==> config.mk <==
export PLATFORM = sky130hd
export DESIGN_NAME = servo_pwm_gen
export DESIGN_NICKNAME = d
export VERILOG_FILES = /design/src/rtl/servo_pwm_gen.sv
export SDC_FILE = /design/constraint.sdc
export NUM_CORES = 1
export LEC_CHECK = 0
export ABC_AREA = 1
export BUFFER_PORTS_ARGS = -buffer_cell sky130_fd_sc_hd__buf_2
export CAP_MARGIN = 0
export CORE_ASPECT_RATIO = 1.2
export CORE_UTILIZATION = 55
export DETAILED_ROUTE_END_ITERATION = 7
export PLACE_DENSITY = 0.8
export SYNTH_ARGS = -nofsm -noshare
export SYNTH_HDL_FRONTEND = slang
export SYNTH_SLANG_ARGS = --single-unit
==> constraint.sdc <==
create_clock -name clock -period 5.4 [get_ports clock]
set_input_delay 0.27 -clock clock [delete_from_list [all_inputs] [get_ports clock]]
set_output_delay 0.27 -clock clock [all_outputs]
set_load 0.02 [all_outputs]
==> src/rtl/servo_pwm_gen.sv <==
// 50 Hz servo PWM generator: clamped, slew-limited pulse width applied only on
// period boundaries, with IDLE / RUN / REST run-state control.
module servo_pwm_gen #(
    parameter int unsigned PERIOD_CYC = 500000,
    parameter int unsigned MIN_CYC    = 25000,
    parameter int unsigned MAX_CYC    = 50000,
    parameter int unsigned REST_CYC   = 37500,
    parameter int unsigned STEP_CYC   = 250,
    parameter int unsigned CNT_W      = 20
) (
    input  logic             clock,
    input  logic             reset,
    input  logic [31:0]      duty_in,
    input  logic             duty_valid,
    input  logic             active,
    input  logic             rest,
    output logic             pwm_out,
    output logic             period_start,
    output logic [CNT_W-1:0] cur_width,
    output logic             busy
);

    typedef enum logic [1:0] {
        ST_IDLE,
        ST_RUN,
        ST_REST
    } state_e;

    localparam logic [CNT_W-1:0] LAST_W = CNT_W'(PERIOD_CYC - 1);
    localparam logic [CNT_W-1:0] MIN_W  = CNT_W'(MIN_CYC);
    localparam logic [CNT_W-1:0] MAX_W  = CNT_W'(MAX_CYC);
    localparam logic [CNT_W-1:0] REST_W = CNT_W'(REST_CYC);
    localparam logic [CNT_W-1:0] STEP_W = CNT_W'(STEP_CYC);
    localparam logic [31:0]      MIN32  = 32'(MIN_CYC);
    localparam logic [31:0]      MAX32  = 32'(MAX_CYC);

    logic [CNT_W-1:0] count_q, count_d;
    logic [CNT_W-1:0] target_q, target_d;
    logic [CNT_W-1:0] width_q, width_d;
    logic [CNT_W-1:0] eff_next;
    logic [CNT_W-1:0] clamped;
    state_e           state_q, state_d;
    state_e           pend_q, pend_d;
    logic             pwm_q, pwm_d;
    logic             pstart_q, pstart_d;
    logic             boundary;

    always_comb begin
        boundary = (count_q == LAST_W);
        count_d  = boundary ? '0 : count_q + CNT_W'(1);

        if (rest) begin
            pend_d = ST_REST;
        end else if (active) begin
            pend_d = ST_RUN;
        end else begin
            pend_d = pend_q;
        end
        state_d = boundary ? pend_q : state_q;

        // Clamp over all 32 bits so oversized requests saturate instead of wrapping.
        if (duty_in < MIN32) begin
            clamped = MIN_W;
        end else if (duty_in > MAX32) begin
            clamped = MAX_W;
        end else begin
            clamped = duty_in[CNT_W-1:0];
        end
        target_d = duty_valid ? clamped : target_q;

        // Slew uses the pre-edge target but the post-boundary state.
        eff_next = (state_d == ST_REST) ? REST_W : target_q;
        width_d  = width_q;
        if (boundary) begin
            if (eff_next > width_q) begin
                width_d = (eff_next - width_q <= STEP_W) ? eff_next : width_q + STEP_W;
            end else begin
                width_d = (width_q - eff_next <= STEP_W) ? eff_next : width_q - STEP_W;
            end
        end

        // Outputs are built from next-state values so they register in step with count.
        pwm_d    = (state_d != ST_IDLE) && (count_d < width_d);
        pstart_d = (count_d == '0);
    end

    always_ff @(posedge clock or posedge reset) begin
        if (reset) begin
            count_q  <= '0;
            state_q  <= ST_IDLE;
            pend_q   <= ST_IDLE;
            target_q <= REST_W;
            width_q  <= REST_W;
            pwm_q    <= 1'b0;
            pstart_q <= 1'b0;
        end else begin
            count_q  <= count_d;
            state_q  <= state_d;
            pend_q   <= pend_d;
            target_q <= target_d;
            width_q  <= width_d;
            pwm_q    <= pwm_d;
            pstart_q <= pstart_d;
        end
    end

    assign pwm_out      = pwm_q;
    assign period_start = pstart_q;
    assign cur_width    = width_q;
    assign busy         = width_q != ((state_q == ST_REST) ? REST_W : target_q);

endmodule

**After elaboration in Yosys (flattened, before gate mapping)**

Index checks and enable logic that the tools add are counted.

- Eq/ne operators: 4
- Add/subtract/negate cells: 5
- Multiplexer cells: 12
- Order comparisons: 6
- Reductions and logical operators: 4

Operators by type and width:

| cell | number |
|---|---|
| 20-bit 2-to-1 mux | 9 |
| 20-bit by 8-bit less-or-equal comparator with 1-bit output (second input constant) | 2 |
| 20-bit subtractor | 2 |
| 32-bit by 16-bit > comparator with 1-bit output (second input constant) | 1 |
| 32-bit by 15-bit < comparator with 1-bit output (second input constant) | 1 |
| 20-bit by 1-bit adder with 20-bit output (second input constant) | 1 |
| 20-bit by 8-bit adder with 20-bit output (second input constant) | 1 |
| 20-bit by 19-bit == test with 1-bit output (second input constant) | 1 |
| 20-bit > comparator | 1 |
| 20-bit logical NOT | 1 |
| 20-bit < comparator | 1 |
| 20-bit inequality test | 1 |
| 20-bit by 8-bit subtractor with 20-bit output (second input constant) | 1 |
| 2-bit 2-to-1 mux | 3 |
| 2-bit == test (second input constant) | 2 |
| 2-bit nonzero test | 2 |
| 1-bit logical AND | 1 |

- Word-level logic and storage cells: 38
- Output and inout bits: 23
- Register bits: 66

**Depth between registers and ports, before layout**

- Depth in word-level cells: 11
- Mapped depth: 42

**Worst setup path after synthesis**

Ideal clock, no wire load.

- Path type: reg2reg
- Start point: register count_q[0]
- End point: register pwm_q (netlist: pwm_out)
- Library setup time: 0.128 ns
- Path slack: -0.046 ns
- Period minus slack after synthesis: 5.446 ns
- Required time: 5.272 ns
- Data arrival time: 5.318 ns
- Cell stages (with the launch flop): 37
- Cell sequence: dfrtp_1 ha_1 nand2_1 inv_2 nand2_1 nor2_2 nand3_4 nand2_2 nand2_2 nand2_4 clkinv_1 clkbuf_1 nor2_1 inv_1 fa_1 o21a_1 o21bai_1 nand2_1 nand2_1 a21boi_1 o21ai_0 xor2_1 nor2_1 nand3_1 nor2_2 buf_4 buf_6 a21oi_1 o21ai_0 a31oi_2 inv_2 ha_1 nand4_1 or3_1 o21bai_1 o211ai_1 a21oi_1

- Cells in the longest elaborated chain, start to end: 11
- Elaborated cells on any way between the ends: 18

RTL lines:

| item | line | RTL |
|---|---|---|
| from (decl) | 37 | `logic [CNT_W-1:0] count_q, count_d;` |
| from (signal assigned) | 97 | `count_q <= count_d;` |
| 20-bit by 19-bit == test with 1-bit output * | 49 | `boundary = (count_q == LAST_W);` |
| 2-bit 2-to-1 mux | 59 | `state_d = boundary ? pend_q : state_q;` |
| 2-bit == test | 72 | `eff_next = (state_d == ST_REST) ? REST_W : target_q;` |
| 20-bit 2-to-1 mux | 72 |  |
| 20-bit subtractor (on tied branches) | 78, 76 |  |
| 20-bit by 8-bit less-or-equal comparator with 1-bit output (on tied branches) | 78, 76 |  |
| 20-bit 2-to-1 mux (on tied branches) | 78, 76 |  |
| 20-bit 2-to-1 mux | 75 | `if (eff_next > width_q) begin` |
| 20-bit 2-to-1 mux * | 74 | `if (boundary) begin` |
| net width_d[18] | 39 | `logic [CNT_W-1:0] width_q, width_d;` |
| 20-bit < comparator * | 83 | `pwm_d = (state_d != ST_IDLE) && (count_d < width_d);` |
| 1-bit logical AND * | 83 |  |
| net pwm_d | 44 | `logic pwm_q, pwm_d;` |
| to (signal assigned) | 102 | `pwm_q <= pwm_d;` |
| to (decl) | 44 |  |

The timed path passes the listed nets; every way through them passes the cells marked *.
A chain may end at the register's enable or synchronous reset.

**Worst setup path after layout**

- Start point: register count_q[1]
- End point: register pwm_q (netlist: pwm_out)

- Cells in the longest elaborated chain, start to end: 11
- Elaborated cells on any way between the ends: 18

RTL lines:

| item | line | RTL |
|---|---|---|
| 20-bit by 19-bit == test with 1-bit output * | 49 |  |
| 2-bit 2-to-1 mux * | 59 |  |
| net state_d[1] | 42 | `state_e state_q, state_d;` |
| 2-bit == test | 72 |  |
| 20-bit 2-to-1 mux | 72 |  |
| 20-bit subtractor (on tied branches) | 78, 76 |  |
| 20-bit by 8-bit less-or-equal comparator with 1-bit output (on tied branches) | 78, 76 |  |
| 20-bit 2-to-1 mux (on tied branches) | 78, 76 |  |
| 20-bit 2-to-1 mux | 75 |  |
| 20-bit 2-to-1 mux | 74 |  |
| 20-bit < comparator | 83 |  |
| 1-bit logical AND * | 83 |  |
| net pwm_d | 44 |  |

Marked as above.

==> impl_metrics.py <==
metrics = {
    "run_status": {
        "status": "finished with violations",
        "violations": "setup timing",
    },
    "critical_path": {
        "crit_path_start": "count_q[1]",
        "max_stage_delay_ns": 0.36,
        "crit_fanout": 14,
        "end_kind": "flop",
        "worstReg2RegStart": "count_q[1]",
        "r2r_end": "pwm_out",
        "cp.buffers_inverters": 8,
        "cp_common_cell": "a21oi_1",
        "cp_top_family": "simple AND/OR/NAND/NOR gates",
        "cp_num_cells": 37,
        "critPathCapture": "pwm_out",
        "rrSetupSlack_ns": -0.11,
        "critPathLaunchType": "flop",
        "slowest_stage": "dfrtp_1",
        "worstPathRequired_ns": 5.66,
        "crit_arrival_ns": 5.77,
        "reg2reg_depth": 37,
        "path_class": "flop to flop",
    },
    "grt": {
        "grt_pass1_vias": 8227,
        "gr-usage-all-layers": 0.365,
        "antenna_found_initial": 0,
        "grt_max_degree": 67,
        "grt_first_pass_wirelength_um": 39400,
        "grt_overflow": 0,
    },
    "routing": {
        "via_count": 8836,
        "ant_nets": 0,
        "viasPerCell": 5.81,
        "first_iter_violations": 846,
        "wl_um": 26800,
        "wl_per_cell_um": 17.6,
        "drcViolationCount": 0,
        "dr.pass1.iters": 8,
    },
    "cts": {
        "clockBufferDepth": 2,
        "cts_tree": "yes",
        "cts-htree-levels": 3,
        "cts-buffers-inserted": 9,
        "insertion_delay_ns": 0.34,
        "cts_sinks": 66,
        "hold_buffers": 0,
        "path_clk_slew_ns": 0.05,
        "clockRootBuffer": "clkbuf_16",
    },
    "final_layout": {
        "n_antenna_cell": 0,
        "post-route-util": 0.777,
        "num-fill-cells": 914,
        "area_delta_synth_final_pct": 37.9,
        "design.final.nets": 1448,
        "drive_gt1_frac": 0.324,
    },
    "power_and_ir_drop": {
        "p_int_uw": 978,
        "cellPowerDensity_nw_per_um2": 128,
        "finalPower_mw": 1.32,
        "p_sw_frac": 0.257,
        "p_leak_nw": 5.13,
        "p_switching_uw": 338,
        "worst_ir_drop_vdd_v": 0.000238,
        "clkPwrFrac": 0.449,
        "p_comb_frac": 0.165,
        "pwr-share-seq": 0.386,
    },
    "synth": {
        "synth_edf_count": 0,
        "seq_area_frac_synth": 0.225,
        "yosysWarnings": 0,
        "synthesis.nets": 1233,
        "syn_area_sq_um": 7430,
        "synth_seq_cells": 66,
        "synth.top_cell.area_share": 0.168,
        "synth_flop_cell": "dfrtp_1",
        "yosysUniqueCellTypes": 58,
        "async_flop_share": 1.00,
        "syn_avg_cell_area_sq_um": 6.56,
        "synth.largest_area_cell": "dfrtp_1",
        "synthCells": 1133,
        "yosys-top-cells-area": "dfrtp_1 17%, ha_1 10%, nand2_1 10%, inv_1 9.3%, xor2_1 7.4%",
    },
    "sta": {
        "max_slew.worst_pin.slew_ns": 1.08,
        "rsz0062_at_grt": "true",
        "fmaxAchievable_ghz": 0.182,
        "fin_crit_sh": 1.02,
        "maxSlewHeadroom": 0.281,
        "fin_crit_ns": 5.51,
        "setup_viol": 1,
        "clock_skew_ns": 0.00800,
        "worst_slack_ns": -0.108,
        "final_max_slew_viol_count": 0,
        "finalHoldViolations": 0,
    },
    "floorplan": {
        "floorplan.initialDensity": 0.564,
        "io-pin-count": 60,
        "rows": 46,
        "fp.dieW_um": 108,
        "core_sq_um": 13200,
        "die_area_sq_um": 14000,
        "die_y_um": 129,
    },
    "place": {
        "numPortBuffers": 59,
        "gp_congestion": 1.00,
        "detailed_place_hpwl_um": 19500,
    },
    "min_path": {
        "hp-class": "input port to flop",
    },
    "job": {
        "maxCapViolCount": 0,
    },
}
## cell families (layout without fill, tap and decap cells)
family	Yosys count	in the layout	synth area share
compound gates	228	228	0.182
xor+xnor	66	66	0.0778
fa+ha+maj	63	63	0.108
buf+inv	233	453	0.124
flops	66	66	0.225
simple gates	477	477	0.283
## worst min path at each step
stage / startpoint / endpoint / slack, ns / cells past startpoint
after floorplan: rest / pend_q[0] / 0.33 / 1
after CTS: rest / pend_q[0] / 0.1 / 2
final: rest / pend_q[0] / 0.1 / 2
after global routing: rest / pend_q[0] / 0.1 / 2
after detailed placement: rest / pend_q[0] / 0.45 / 2
after global placement: rest / pend_q[0] / 0.44 / 2
## per-stage QoR
step | worst slack (ns) | cell area [sq um] | instances | hold WS (ns) | setup TNS, ns
after floorplan | 0.0236 | 7430 | 1133 | 0.333 | 0
after global placement | -0.409 | 8960 | 1480 | 0.438 | -0.409
after detailed placement | -0.529 | 8960 | 1480 | 0.449 | -0.529
after CTS | 0.00118 | 9550 | 1502 | 0.0965 | 0
after global routing | -0.407 | 10200 | 1521 | 0.0996 | -0.407
final | -0.108 | 10200 | 1521 | 0.0971 | -0.108
## metal layers
metal	vias up	global-route usage	part of all wire	routed length (um)
li1	4133	-	-	-
met1	4043	0.423	0.38	10100
met2	498	0.639	0.49	13100
met3	162	0.0332	0.067	1790
met4	0	0.242	0.069	1850
met5	-	0	0	0
## layout make-up
cell class | instances | area [sq um] | area share
clock buffers | 12 | 256 | 0.0250
clock inverters | 4 | 50.0 | 0.00489
inverters | 200 | 759 | 0.0742
multi-input cells | 834 | 5540 | 0.541
flip-flops and latches | 66 | 1670 | 0.163
well taps | 168 | 210 | 0.0205
repair buffers | 237 | 1750 | 0.171
## worst register-to-register path, delay by kind of cell (launching register included)
| kind | cells | cell delay (ns) |
|---|---|---|
| flops | 1 | 0.36 |
| compound gates | 11 | 1.53 |
| xor+xnor | 1 | 0.22 |
| simple gates | 14 | 1.62 |
| buf+inv | 8 | 1.03 |
| fa+ha+maj | 3 | 0.72 |
## sequential cells by signal (all words and copies together) (netlist names)
| signal | cells |
|---|---|
| pend_q | 2 |
| cur_width | 20 |
| state_q | 2 |
| period_start | 1 |
| count_q | 20 |
| pwm_out | 1 |
| target_q | 20 |
## cell usage after synthesis, drive strengths merged (3+ instances only)
cell type,n
nand2,212
inv,195
nor2,143
a21oi,84
o21ai,79
nand3,63
xor2,63
ha,61
dfrtp,50
nor3,24
clkbuf,23
dfstp,16
a31oi,14
nand4,14
nor4,13
a211oi,10
buf,10
o211ai,10
clkinv,5
o21a,5
a21o,4
nand3b,4
o22ai,4
xnor2,3
## power groups by stage
stage          Combinational, mW  Clock (mW)  Sequential (mW)
2_1_floorplan              0.104           0            0.513
3_3_place_gp               0.178           0            0.513
3_5_place_dp               0.181           0            0.514
4_1_cts                    0.194       0.596            0.506
5_1_grt                    0.235       0.615            0.508
6_report                   0.218       0.590            0.508
## cell usage in the layout (no fill, tap or decap), types with 50 or more instances in the layout
cell and count:
nand3_1 54, inv_1 171, a21oi_1 65, buf_2 59, nand2_1 186, o21ai_0 56, dfrtp_1 50, xor2_1 63
buf_4 167, nor2_1 109
## repair_timing
item,in CTS,in global routing
setup endpoints to repair,1,1
gates resized for setup,58,125
gates cloned,0,3
pin swaps,19,60
setup buffers,6,17
No activity file was read; power rests on OpenSTA's default activity.
